**config.mk**
```make
export PLATFORM = sky130hd
export DESIGN_NAME = eth_tx_arbiter
export DESIGN_NICKNAME = d
export VERILOG_FILES = /design/src/rtl/eth_tx_arb_pkg.sv /design/src/rtl/eth_rr_pick.sv /design/src/rtl/eth_tx_arbiter.sv
export SDC_FILE = /design/constraint.sdc
export NUM_CORES = 1
export LEC_CHECK = 0
export ABC_AREA = 0
export CAP_MARGIN = 30
export CORE_AREA = 2 2 128 130
export DETAILED_ROUTE_END_ITERATION = 12
export DIE_AREA = 0 0 130 132
export SETUP_SLACK_MARGIN = 0.5
export SKIP_LAST_GASP = 1
export SYNTH_ARGS = -nofsm -noshare
export SYNTH_HDL_FRONTEND = slang
export SYNTH_SLANG_ARGS = --single-unit
```
**constraint.sdc**
```tcl
create_clock -name i_clk -period 2.31 [get_ports i_clk]
set_clock_uncertainty 0.15 [all_clocks]
set_input_delay 0.5775 -clock i_clk [delete_from_list [all_inputs] [get_ports i_clk]]
set_output_delay 0.5775 -clock i_clk [all_outputs]
set_load 0.05 [all_outputs]
```
**src/rtl/eth_tx_arb_pkg.sv**
```systemverilog
`default_nettype none
// ============================================================================
// Module      : eth_tx_arb_pkg
// Description : Shared types and constants for the eth_10g transmit arbiter.
//               Provides the arbiter state enum, the per-source statistics
//               counter width and the largest supported source count.
// Revision    : 1.0 - initial release
// ============================================================================
package eth_tx_arb_pkg;

    // Arbiter states: IDLE arbitrates, XFER forwards one whole frame.
    typedef enum logic [0:0] {
        IDLE = 1'b0,
        XFER = 1'b1
    } arb_state_t;

    // Width of each per-source completed-packet counter.
    localparam int STATS_WIDTH = 32;

    // Largest source count the arbiter is designed for.
    localparam int MAX_SRC = 8;

endpackage : eth_tx_arb_pkg
`default_nettype wire

```
**src/rtl/eth_rr_pick.sv**
```systemverilog
`default_nettype none
// ============================================================================
// Module      : eth_rr_pick
// Description : Purely combinational round-robin picker. Selects the first
//               asserted request strictly after i_last_grant, scanning upward
//               modulo N_SRC. Indices at or above N_SRC are never produced.
// Ports       : i_req        - request vector, one bit per source
//               i_last_grant - index of the most recently granted source
//               o_grant      - one-hot pick (all zero when no request)
//               o_idx        - index of the pick (0 when no request)
// Revision    : 1.0 - initial release
// ============================================================================
module eth_rr_pick #(
    parameter int N_SRC = 4,
    parameter int IDX_W = $clog2(N_SRC)
) (
    input  logic [N_SRC-1:0] i_req,
    input  logic [IDX_W-1:0] i_last_grant,
    output logic [N_SRC-1:0] o_grant,
    output logic [IDX_W-1:0] o_idx
);

    int         w_cand;
    logic [IDX_W-1:0] w_cand_idx;

    // Walk the offsets from the farthest to the nearest so that the nearest
    // requester after i_last_grant is the one that survives.
    always_comb begin
        o_grant    = '0;
        o_idx      = '0;
        w_cand     = 0;
        w_cand_idx = '0;
        for (int off = N_SRC; off >= 1; off--) begin
            w_cand     = (int'(i_last_grant) + off) % N_SRC;
            w_cand_idx = IDX_W'(w_cand);
            if (i_req[w_cand_idx]) begin
                o_grant             = '0;
                o_grant[w_cand_idx] = 1'b1;
                o_idx               = w_cand_idx;
            end
        end
    end

endmodule : eth_rr_pick
`default_nettype wire

```
**src/rtl/eth_tx_arbiter.sv**
```systemverilog
`default_nettype none
// ============================================================================
// Module      : eth_tx_arbiter
// Description : Packet-level round-robin arbiter sharing the 32-bit eth_10g
//               transmit AXI-Stream port between N_SRC sources. A granted
//               source owns the port until its tlast beat is accepted, so
//               frames never interleave. Data path is combinational.
// Ports       : i_clk / i_reset          - s00_axis_aclk, async active-high
//               i_src_enable             - per-source arbitration mask
//               s_axis_*                 - flattened source streams
//               m_axis_*                 - stream to the MAC
//               o_grant / o_busy         - one-hot grant, packet in flight
//               o_pkt_count              - per-source completed packets
// Options     : ETH_TX_ARB_STATS_EN - builds the 32-bit packet counters;
//               when undefined o_pkt_count is tied to zero.
// Revision    : 1.0 - initial release
// ============================================================================
module eth_tx_arbiter
    import eth_tx_arb_pkg::*;
#(
    parameter int N_SRC      = 4,
    parameter int DATA_WIDTH = 32,
    parameter int KEEP_WIDTH = DATA_WIDTH / 8
) (
    input  logic                           i_clk,
    input  logic                           i_reset,
    input  logic [N_SRC-1:0]               i_src_enable,
    input  logic [N_SRC*DATA_WIDTH-1:0]    s_axis_tdata,
    input  logic [N_SRC*KEEP_WIDTH-1:0]    s_axis_tkeep,
    input  logic [N_SRC-1:0]               s_axis_tvalid,
    input  logic [N_SRC-1:0]               s_axis_tlast,
    output logic [N_SRC-1:0]               s_axis_tready,
    output logic [DATA_WIDTH-1:0]          m_axis_tdata,
    output logic [KEEP_WIDTH-1:0]          m_axis_tkeep,
    output logic                           m_axis_tvalid,
    output logic                           m_axis_tlast,
    input  logic                           m_axis_tready,
    output logic [N_SRC-1:0]               o_grant,
    output logic                           o_busy,
    output logic [N_SRC*STATS_WIDTH-1:0]   o_pkt_count
);

    localparam int IDX_W = $clog2(N_SRC);

    arb_state_t       r_state;
    arb_state_t       w_state_nxt;
    logic [N_SRC-1:0] r_grant;
    logic [N_SRC-1:0] w_grant_nxt;
    logic [IDX_W-1:0] r_grant_idx;
    logic [IDX_W-1:0] w_grant_idx_nxt;
    logic [IDX_W-1:0] r_last_grant;
    logic [IDX_W-1:0] w_last_grant_nxt;
    logic [N_SRC-1:0] w_req;
    logic [N_SRC-1:0] w_pick_onehot;
    logic [IDX_W-1:0] w_pick_idx;
    logic             w_xfer;
    logic             w_hs_last;

    // The enable mask is only consulted here, so a packet already in flight
    // is never cut short by clearing its source's enable bit.
    assign w_req = s_axis_tvalid & i_src_enable;

    eth_rr_pick #(
        .N_SRC (N_SRC),
        .IDX_W (IDX_W)
    ) u_pick (
        .i_req        (w_req),
        .i_last_grant (r_last_grant),
        .o_grant      (w_pick_onehot),
        .o_idx        (w_pick_idx)
    );

    always_ff @(posedge i_clk or posedge i_reset) begin
        if (i_reset) begin
            r_state      <= IDLE;
            r_grant      <= '0;
            r_grant_idx  <= '0;
            // Starting at the top index makes source 0 the first winner.
            r_last_grant <= IDX_W'(N_SRC - 1);
        end else begin
            r_state      <= w_state_nxt;
            r_grant      <= w_grant_nxt;
            r_grant_idx  <= w_grant_idx_nxt;
            r_last_grant <= w_last_grant_nxt;
        end
    end

    always_comb begin
        w_state_nxt      = r_state;
        w_grant_nxt      = r_grant;
        w_grant_idx_nxt  = r_grant_idx;
        w_last_grant_nxt = r_last_grant;
        case (r_state)
            IDLE: begin
                if (|w_req) begin
                    w_state_nxt      = XFER;
                    w_grant_nxt      = w_pick_onehot;
                    w_grant_idx_nxt  = w_pick_idx;
                    w_last_grant_nxt = w_pick_idx;
                end
            end
            XFER: begin
                if (w_hs_last) begin
                    w_state_nxt = IDLE;
                    w_grant_nxt = '0;
                end
            end
            default: begin
                w_state_nxt = IDLE;
                w_grant_nxt = '0;
            end
        endcase
    end

    // Outputs depend only on state and live inputs, so an asynchronous reset
    // drops them in the same cycle it is asserted.
    assign w_xfer        = (r_state == XFER);
    assign o_busy        = w_xfer;
    assign o_grant       = r_grant;
    // r_grant is all-zero outside XFER, which gates readies and valid.
    assign s_axis_tready = r_grant & {N_SRC{m_axis_tready}};
    assign m_axis_tvalid = |(r_grant & s_axis_tvalid);
    assign m_axis_tdata  = w_xfer ? s_axis_tdata[r_grant_idx*DATA_WIDTH +: DATA_WIDTH]
                                  : '0;
    assign m_axis_tkeep  = w_xfer ? s_axis_tkeep[r_grant_idx*KEEP_WIDTH +: KEEP_WIDTH]
                                  : '0;
    assign m_axis_tlast  = w_xfer ? s_axis_tlast[r_grant_idx] : 1'b0;
    assign w_hs_last     = m_axis_tvalid & m_axis_tready & m_axis_tlast;

`ifdef ETH_TX_ARB_STATS_EN
    logic [N_SRC*STATS_WIDTH-1:0] r_pkt_cnt;

    // Counters wrap naturally from all-ones to zero.
    always_ff @(posedge i_clk or posedge i_reset) begin
        if (i_reset) begin
            r_pkt_cnt <= '0;
        end else if (w_hs_last) begin
            for (int k = 0; k < N_SRC; k++) begin
                if (r_grant[k]) begin
                    r_pkt_cnt[k*STATS_WIDTH +: STATS_WIDTH] <=
                        r_pkt_cnt[k*STATS_WIDTH +: STATS_WIDTH] + STATS_WIDTH'(1);
                end
            end
        end
    end

    assign o_pkt_count = r_pkt_cnt;
`else
    assign o_pkt_count = '0;
`endif

endmodule : eth_tx_arbiter
`default_nettype wire

```
* Word level (Yosys, flattened, before mapping)
Cells that the tools add are included.
** Word-level totals
- Flip-flop bits (word level) :: 9
- Logic and storage cells :: 70
** Cells by class
- Add/subtract/negate cells :: 4
- Order comparisons :: 9
- Eq/ne operators :: 2
- Shift operators :: 2
- Mux-type cells :: 35
- Bitwise logic cells :: 6
- Reductions and logical operators :: 8
** Operator list (number)
- indexed part select 128 x 8 -> 32 bit :: 1
- 2-to-1 mux 32 bit :: 1
- 2-to-1 mux 4 bit :: 7
- indexed part select 16 x 5 -> 4 bit :: 1
- less-than comparator 2 x 3 -> 1 bit, second input constant :: 5
- AND 4 bit :: 3
- 2-to-1 mux 1 bit :: 12
- binary-select mux 1 bit (select 2 bit) :: 5
- demux 1 bit (select 2 bit) :: 4
- greater-or-equal comparator 2 x 1 -> 1 bit, second input constant :: 4
- 2-to-1 mux 2 bit :: 4
- case mux 4 bit (2 select lines) :: 1
- OR reduction 4 bit :: 2
- adder 2 x 1 -> 2 bit, second input constant :: 2
- adder 2 bit, second input constant :: 2
- logical AND 1 bit :: 4
- AND reduction 2 bit :: 2
- AND 1 bit :: 2
- != test 2 x 1 -> 1 bit, second input constant :: 1
- != test 2 bit, second input constant :: 1
- case mux 1 bit (2 select lines) :: 1
- NOT 1 bit :: 1

* Logic depth before layout (Yosys ltp)
Gate-level depths: netlist of the first run.
- Word-level depth :: 11
- Depth in mapped cells :: 7

* Hierarchy
From an unflattened synthesis of the first run, not the netlist that was laid out.
** Second synthesis, totals
- Cells, all modules :: 318
- Area, all modules :: 3057.9 um^2
** By module, submodules not included
- eth_tx_arbiter :: instances 1, cells an instance 260, area each 2577.5 um^2, sequential area each 227.7 um^2
- eth_rr_pick :: instances 1, cells an instance 58, area each 480.5 um^2, sequential area each 0.0 um^2

* Least setup slack after synthesis of the first run
OpenSTA, ideal clock, no wires.
- Kind :: reg2out
- From :: register r_grant_idx[0]
- To :: output port m_axis_tdata[10]
- Arrival :: 1.774 ns
- Required time :: 1.582 ns
- Setup slack :: -0.191 ns
- Stages on the path, launching flop included :: 5
- Cell sequence :: dfrtp_1 buf_2 buf_2 mux4_2 and2_1
** On the way
- Cells in the longest elaborated chain, start to end :: 2
** RTL lines
- start, declared :: RTL line eth_tx_arbiter.sv:49 : logic [IDX_W-1:0] r_grant_idx;
- start signal, assigned :: RTL line eth_tx_arbiter.sv:83 : r_grant_idx <= w_grant_idx_nxt;
- indexed part select 128 x 8 -> 32 bit :: RTL line eth_tx_arbiter.sv:123 : assign m_axis_tdata = w_xfer ? s_axis_tdata[r_grant_idx*DATA_WIDTH +: DATA_WIDTH]
- 2-to-1 mux 32 bit :: RTL line eth_tx_arbiter.sv:123
- end, declared :: RTL line eth_tx_arbiter.sv:33 : output logic [DATA_WIDTH-1:0] m_axis_tdata,
No other way between the ends.

* Final worst setup path of the first run
- From :: input port s_axis_tdata[17]
- To :: output port m_axis_tdata[17]
** On the way
- Cells in the longest elaborated chain, start to end :: 2
** RTL lines
- start, declared :: RTL line eth_tx_arbiter.sv:28 : input logic [N_SRC*DATA_WIDTH-1:0] s_axis_tdata,
- indexed part select 128 x 8 -> 32 bit :: RTL line eth_tx_arbiter.sv:123
- 2-to-1 mux 32 bit :: RTL line eth_tx_arbiter.sv:123
No other way between the ends.

==> results of run 1 <==
synth_stat cells, drive strengths merged, types with 2 or more instances:
cell / n / area (um2)
mux4: 42 / 957
clkbuf: 7 / 26.3
o22ai: 2 / 12.5
a22oi: 2 / 15.0
dfstp: 2 / 52.6
o32ai: 2 / 17.5
a221oi: 3 / 26.3
nor2: 6 / 22.5
and2: 47 / 295
nand3: 3 / 15.0
buf: 135 / 1010
nand4: 2 / 12.5
dfrtp: 7 / 175
inv: 7 / 26.3
o21ai: 6 / 30.0
nand2: 17 / 63.8
o2111ai: 2 / 17.5
ha: 4 / 50.1
a21oi: 2 / 10.0
a22o: 2 / 17.5
how the worst min path moves through the flow:
stage | from | slack [ps] | endpoint | depth (start not counted)
4_1_cts | o_grant[1] | 450 | o_grant[1] | 2
3_5_place_dp | o_grant[1] | 430 | o_grant[1] | 2
5_1_grt | o_grant[1] | 480 | o_grant[1] | 2
2_1_floorplan | i_reset | 250 | o_grant[0] | 1
3_3_place_gp | o_grant[3] | 440 | o_grant[3] | 2
6_report | o_grant[1] | 440 | o_grant[1] | 2
kinds of logic (layout without fill, tap and decap cells):
kind of cell / Yosys count / in the layout / share of synthesized area, %
and+or+nand+nor: 76 / 76 / 14.4
AOI/OAI and AO/OA: 26 / 26 / 6.54
adders and majority gates: 4 / 4 / 1.72
other: 1 / 129 / 0.129
buffers and inverters: 149 / 250 / 36.5
DFF: 9 / 9 / 7.83
muxes: 42 / 43 / 32.9
per-stage QoR:
stage	hold slack, ps	instance area [um2]
2_1_floorplan	254	3550
3_3_place_gp	439	4940
3_5_place_dp	428	4940
4_1_cts	451	5360
5_1_grt	484	5380
6_report	444	5390
power by group through the flow:
| stage | Clock (mW) | Combinational (mW) | Sequential (mW) |
|---|---|---|---|
| 6_report | 0.308 | 6.55 | 0.334 |
| 3_3_place_gp | 0 | 5.62 | 0.332 |
| 4_1_cts | 0.311 | 6.58 | 0.334 |
| 5_1_grt | 0.320 | 6.86 | 0.344 |
| 3_5_place_dp | 0 | 5.65 | 0.331 |
| 2_1_floorplan | 0 | 4.20 | 0.451 |
cell usage in the layout, fill, tap and decap left out, types with 3 or more instances in the layout:
master,Yosys,routed
nor2_1,6,6
conb_1,1,128
a221oi_2,0,3
inv_1,6,5
clkdlybuf4s50_1,0,21
mux4_2,39,43
dlygate4sd2_1,0,129
buf_12,0,11
buf_4,128,28
and2_4,0,44
buf_6,2,5
buf_8,0,38
nand2_1,17,12
o21ai_1,0,3
dfrtp_1,7,4
nand2_2,0,5
ha_1,4,3
dfrtp_2,0,3
clkbuf_16,0,3
state kept, by name, indices dropped and copies added, names as in the netlist:
| name | flops |
|---|---|
| r_last_grant | 2 |
| o_grant | 4 |
| r_grant_idx | 2 |
| o_busy | 1 |
per-layer routing:
metal / vias up / share of wire, %
met4: 2 / 1.2
met3: 13 / 8.8
met5: - / 0.12
li1: 1298 / -
met1: 1359 / 35
met2: 182 / 55
worst register-to-register path, delay by kind of cell (launching register included):
family / cells / cell delay (ps)
flops: 1 / 550
mux: 1 / 550
compound gates: 2 / 320
fa+ha+maj: 1 / 280
simple gates: 1 / 170
buf+inv: 1 / 40
what timing repair did:
item | 4_1_cts | 5_1_grt
endpoints found under the setup margin | 51 | 49
gates cloned | 3 | 0
setup buffers | 13 | 0
pin swaps | 8 | 7
gates resized for setup | 259 | 10
layout make-up:
type	instances	area share (%)
clock buffer	4	1.46
sequential	9	4.30
antenna	1	0.0465
tap	216	5.02
timing repair buffer	239	46.2
multi-input combinational	277	42.4
inverter	7	0.534
==> run metrics, run 1 <==
Clk pin slew, worst setup/hold paths=40 ps; Post-CTS Hold Fix Bufs=0; area delta synth->final=85.3%; Critical path origin=s_axis_tdata[17]; met1 Use GR=a little over an eighth; CP Max Fanout=1; DRC Markers=0; Tcrit/Tclk final=108%; Pre-Repair DR Iteration Count=4; Synth Register Bits=9; CTS tree=done; Ports=around 330; final hold violations=0; vias=2854; TritonCTS Sinks=9; RSZ-0062 raised after global routing=yes; Clock Power Share=4.3%; min-delay worst type=flop to flop; later-pin clock latency in the skew report=240 ps; post-synthesis cell area=2910 um2; number of global-route vias before repair=2821; Critical Path RT=between 1500 and 2000 ps; WL final=11000 um; worst reg-to-reg path cell count=6; met2 Resource Use GR=22.7%; Leak Pwr=2.57 nW; Reg2Reg Capture Point=o_grant[1]; CP Class=primary input to output port; CP Data Arrival Time=1770 ps; Syn. warnings=0; combinational share of power=a little over 90%; TritonCTS Buffers=3; Nets=700; busiest grt layer=met2; Reg2Reg Setup Slack=roughly 110 ps; fmax=400 MHz; I/O Buffers=205; Sw Pwr=3.70 mW; Crit. End Element=output port; Distinct cells, synth=33; Max clock buf depth=2; critical path depth in cells=4; initial antenna violation count=2; switching part of the total=51.4%; number of enable flip-flop cells after synthesis=0; synthesized area per cell=9.47 um2; hpwl dp=8830 um; GP Congestion=0.813; slowest CP cell=mux4_2; met3 Use GR=about 2.4%; Die Y=between 100 and 150 um; final setup violation count=37; first-pass GRT wire length=15800 um; CTS root buf=clkbuf_16; largest net degree at the start of global routing=46; H-tree Lvls=1; min Tclk post-route=2500 ps; Max IR drop VDD=about 720 uV; total power divided by cell area=1330 nW/um2; Core ar.=roughly 16000 um2; ordered list of cells on the worst path=clkdlybuf4s50_1 -> mux4_2 -> and2_4 -> buf_8; Max-Cap Viols=0; CP endpoint=m_axis_tdata[17]; Critical Path Start Type=primary input; fraction of registers with async set/reset=100%; wire per inst=14.6 um; Seq pwr share=4.6%; total grt overflow=0; power after layout=7.19 mW; Core Util, Final=34.3%; Total GRT Usage=a little under an eighth; proportion of layout cells with a drive suffix above 1=37.5%; Worst path top cell family by delay=buffers and inverters; P_int=3.49 mW; main flop type after synthesis=dfrtp_1; cell count after synthesis=307; Initial Util=18.5%; status=finished, violations left; post-synthesis sequential area ratio=under 10%; post-route ant nets=0; footprint of the multi-input gates=between 2000 and 2500 um2; post-route setup TNS=-5210 ps; reg-to-reg startpoint=r_last_grant[0]; 1st-iter DRT viols=76; CP Buf/Inv Count=2; Final Worst Setup Slack=-189 ps; Final Instance Count excl. Fillers=between 700 and 800; row count=46; Die X=130 um; placed cells=732; pre-CTS setup slack=-340 ps; vias per inst=3.79; Worst path max stage delay=470 ps; Sequential Area=approximately 230 um2; failing checks=setup timing; Die ar.=17200 um2; Fill cells=approximately 1600; Final Max Slew Viols=0
Note: power is estimated with default switching activity, not from simulation.
==> run 2, diff against run 1 <==
Settings changed: CORE_AREA 2 2 128 130 to 2 2 131 133, DIE_AREA 0 0 130 132 to 0 0 133 135.
==> run metrics, run 2 (synthesis results as in run 1) <==
power after layout=roughly 7.5 mW; post-route setup TNS=-4510 ps; min-delay worst type=flop to flop; Tcrit/Tclk final=107%; area delta synth->final=91.7%; Post-CTS Hold Fix Bufs=0; combinational share of power=91.4%; CP Data Arrival Time=1760 ps; RSZ-0062 raised after global routing=yes; vias=2860; most frequent cells in the layout=conb_1 (128), dlygate4sd2_1 (126), and2_4 (45); Critical Path Start Type=primary input; failing checks=setup timing; Core ar.=~16000 um2; placed inst area=approximately 5000 um2; switching part of the total=50.3%; CTS root buf=clkbuf_16; total grt overflow=0; row count=47; TritonCTS Buffers=3; fmax=approximately 400 MHz; post-route ant nets=0; Critical Path RT=1580 ps; later-pin clock latency in the skew report=230 ps; Core Util, Final=34.0%; Final Instance Count excl. Fillers=770; total power divided by cell area=1340 nW/um2; TritonCTS Sinks=9; Ports=between 300 and 400; hpwl dp=9320 um; Max IR drop VDD=691 uV; min Tclk post-route=2480 ps; first-pass GRT wire length=15900 um; 1st-iter DRT viols=78; Initial Util=17.7%; Die ar.=18000 um2; wire per inst=14.8 um; largest net degree at the start of global routing=29; WL final=11400 um; Clock Power Share=under 10%; Final Max Slew Viols=0; placed cells=744; final setup violation count=37; Max-Cap Viols=0; proportion of layout cells with a drive suffix above 1=about two fifths; DRC Markers=0; Leak Pwr=2.66 nW; Total GRT Usage=11.4%; Nets=713; final hold violations=0; status=finished, violations left; Fill cells=1702; Final Cell Area=approximately 5600 um2; CP Class=primary input to output port; initial antenna violation count=3; Die Y=135 um; Final Worst Setup Slack=-173 ps; number of global-route vias before repair=~2800; Max clock buf depth=2; H-tree Lvls=1; worst reg-to-reg path cell count=6; Seq pwr share=under 10%; vias per inst=3.71; CTS tree=done; GP Congestion=0.811; hold path cells=2; Sw Pwr=3.75 mW; Clk pin slew, worst setup/hold paths=40 ps; Die X=approximately 130 um; P_int=3.70 mW; I/O Buffers=between 200 and 250; Pre-Repair DR Iteration Count=4; Largest register FFs=4; commonest non-fill, non-tap cell in the layout=conb_1; CP Max Fanout=1; Crit. End Element=output port
==> run 2: cell count changes in the layout (fill, tap and decap cells not counted), moves of 2 or more <==
| cell | delta |
|---|---|
| buf_6 | +4 |
| buf_2 | +3 |
| clkdlybuf4s50_1 | +4 |
| dlygate4sd2_1 | -3 |
| clkbuf_16 | +3 |
| buf_4 | +2 |
| clkdlybuf4s15_2 | +3 |
| nand3_1 | -2 |
==> run 2: metrics by stage <==
stage	worst slack, ps	hold WS, ps
CTS	-195	444
floorplan	-11.7	254
detailed placement	-341	423
finish	-173	445
global placement	-328	420
global route	-190	472
==> run 2: area by class of cell <==
cell class	count	area (um2)	share of cell area, %
Antenna cell	1	2.50	0.0449
Clock buffer	4	78.8	1.41
Inverter	7	28.8	0.516
Multi-Input combinational cell	277	2310	41.5
Sequential cell	9	231	4.15
Tap cell	220	275	4.94
Timing Repair Buffer	252	2640	47.4
==> run 2: worst max-delay path, stage by stage <==
cell             delay, ps
clkdlybuf4s50_1        400
mux4_2                 470
and2_4                 160
buf_8                  140
==> run 2: metal layers <==
layer / routed length (um) / track usage (%) / up-vias
met5: 0 / 0 / -
met4: 46 / 1.08 / 0
met3: 949 / 2.89 / 6
met2: 6100 / 21.2 / 184
met1: 4310 / 13.7 / 1349
li1: - / - / 1321
==> run 2: what timing repair did <==
action,4_1_cts,5_1_grt
gates resized for setup,269,17
cloned,2,3
pin swaps,36,25
setup buffers,12,4
setup endpoints to repair,56,51
==> run 2: power by group through the flow <==
stage               Combinational (mW)  Clock [mW]  Sequential, mW
floorplan                         4.20           0           0.451
global placement                  5.61           0           0.365
detailed placement                5.63           0           0.357
CTS                               6.60       0.312           0.342
global route                      7.16       0.320           0.355
finish                            6.81       0.303           0.339
==> run 2: path summary, 6_finish.rpt <==
kind                                   from          endpoint  slack (ps)
max                        s_axis_tdata[95]  m_axis_tdata[31]        -170
min                              o_grant[1]        o_grant[1]         440
max reg2reg                 r_last_grant[0]        o_grant[1]          90
min reg2reg                      o_grant[1]        o_grant[1]         440
max in group asynchronous           i_reset   r_last_grant[1]        1190
min in group asynchronous           i_reset        o_grant[3]         510
==> edit (settings of run 1) <==
The parameter `DATA_WIDTH` goes from 32 to 16.
--- a/src/rtl/eth_tx_arbiter.sv
+++ b/src/rtl/eth_tx_arbiter.sv
@@ -20,5 +20,5 @@
 #(
     parameter int N_SRC      = 4,
-    parameter int DATA_WIDTH = 32,
+    parameter int DATA_WIDTH = 16,
     parameter int KEEP_WIDTH = DATA_WIDTH / 8
 ) (
Interface: changed (resized m_axis_tdata, m_axis_tkeep, s_axis_tdata and s_axis_tkeep); port bits go from 334 to 244. The function was not compared with the original's and may differ.
==> edit against run 1 <==
- the run still ends with negative setup slack left
- worst setup slack gained 100 ps
- fmax grew 4.2%
- wire length shrank 30%
- synthesized area shrank 20%
- final area shrank 26%
- sequential cell count is the same
- die area is the same
- power shrank 31%
- sequential share of layout area grew 1.6 points
- sequential power shrank 2%
- global-route usage shrank 3.6 points
- highest routed layer unchanged
==> edit: results <==
group,metric,value,unit
status,outcome,"finished with violations",
status,violations,"negative setup slack",
routing,met3_length,623,um
synth,synth.mux.area_fraction,21.2,%
placed_design,place_inst,612,
routing,routed_wl,7730,um
synth,synth.top_cells.by_count,"buf_4, and2_1, mux4_2",
placed_design,place.gp.congestion,0.765,
layout,antenna_cells,0,
global_route,grt_use_met3,1.66,%
layout,nFillCells,1729,
synth,yosys.cell_types.count,39,
routing,drt_iter0_drc,68,
sta,setup_viol,19,
placed_design,placed_area,3570,um2
setup_path,critPathMaxStageDelay,500,ps
global_route,grt_pass1_vias,1952,
layout,nonClockBufferCount,154,
synth,yosys.area_share.adder,2.14,%
placed_design,dp.final_hpwl,6140,um
synth,synth.area.top_cells,"buf_4, mux4_2, dfrtp_1",
layout,inverters,4,
sta,tns,-1310,ps
layout,seq_area,234,um2
power_and_ir_drop,powerClk,0.000301,W
placed_design,portBuffers,115,
power_and_ir_drop,switching_power,0.00258,W
layout,multi_input_gates,241,
sta,fin_ws,-88.4,ps
routing,post_drt_wl_per_cell,12.3,um
power_and_ir_drop,comb-power,0.00436,W
layout,flops_and_latches,9,
placed_design,pre_cts_slack,-316,ps
setup_path,path_max_fanout,7,
cts,cts_setup_buffers,10,
cts,cts.repair.resized,176,
synth,synth_compound_area_share,11.7,%
power_and_ir_drop,irDropWorstVdd,0.428,mV
layout,multi_input_area_share,45.0,%
layout,buf_share,39.8,%
global_route,grt_max_degree,15,
layout,area_growth,69.6,%
routing,vias,2131,
layout,finalNetCount,504,
setup_path,arrival,1670,ps
layout,drive_above_1_share,37.4,%
setup_path,critPathTopFamily,"multiplexers",
power_and_ir_drop,p_comb_share,87.4,%
synth,yosysSeqAreaShare,9.74,%
-- edit: cell count changes after synthesis, sizes merged, moves of 3 or more --
cell    delta
clkbuf     -3
o21ai      +3
mux4      -20
o221ai     +4
and2      -24
buf        -3
nand2      -4
inv        -3
a21oi      +4
nor2       -3
-- edit: final timing paths --
kind | start | endpoint | slack [ps] | depth (start not counted)
setup / recovery | r_grant_idx[0] | m_axis_tdata[3] | -90 | 4
hold / removal | o_grant[0] | o_grant[0] | 410 | 2
setup reg to reg | r_last_grant[1] | r_grant_idx[0] | 160 | 8
hold reg to reg | o_grant[0] | o_grant[0] | 410 | 2
max in group asynchronous | i_reset | r_last_grant[0] | 1200 | 2
min in group asynchronous | i_reset | o_grant[0] | 510 | 2
-- edit: worst register-to-register path, cell delays in order, from the launching register on --
cell and delay, ps:
dfstp_2 550, inv_4 50, ha_4 270, nand4b_1 140, o31ai_4 100, buf_4 140, o21a_1 170, o311a_1 310
a21o_1 160
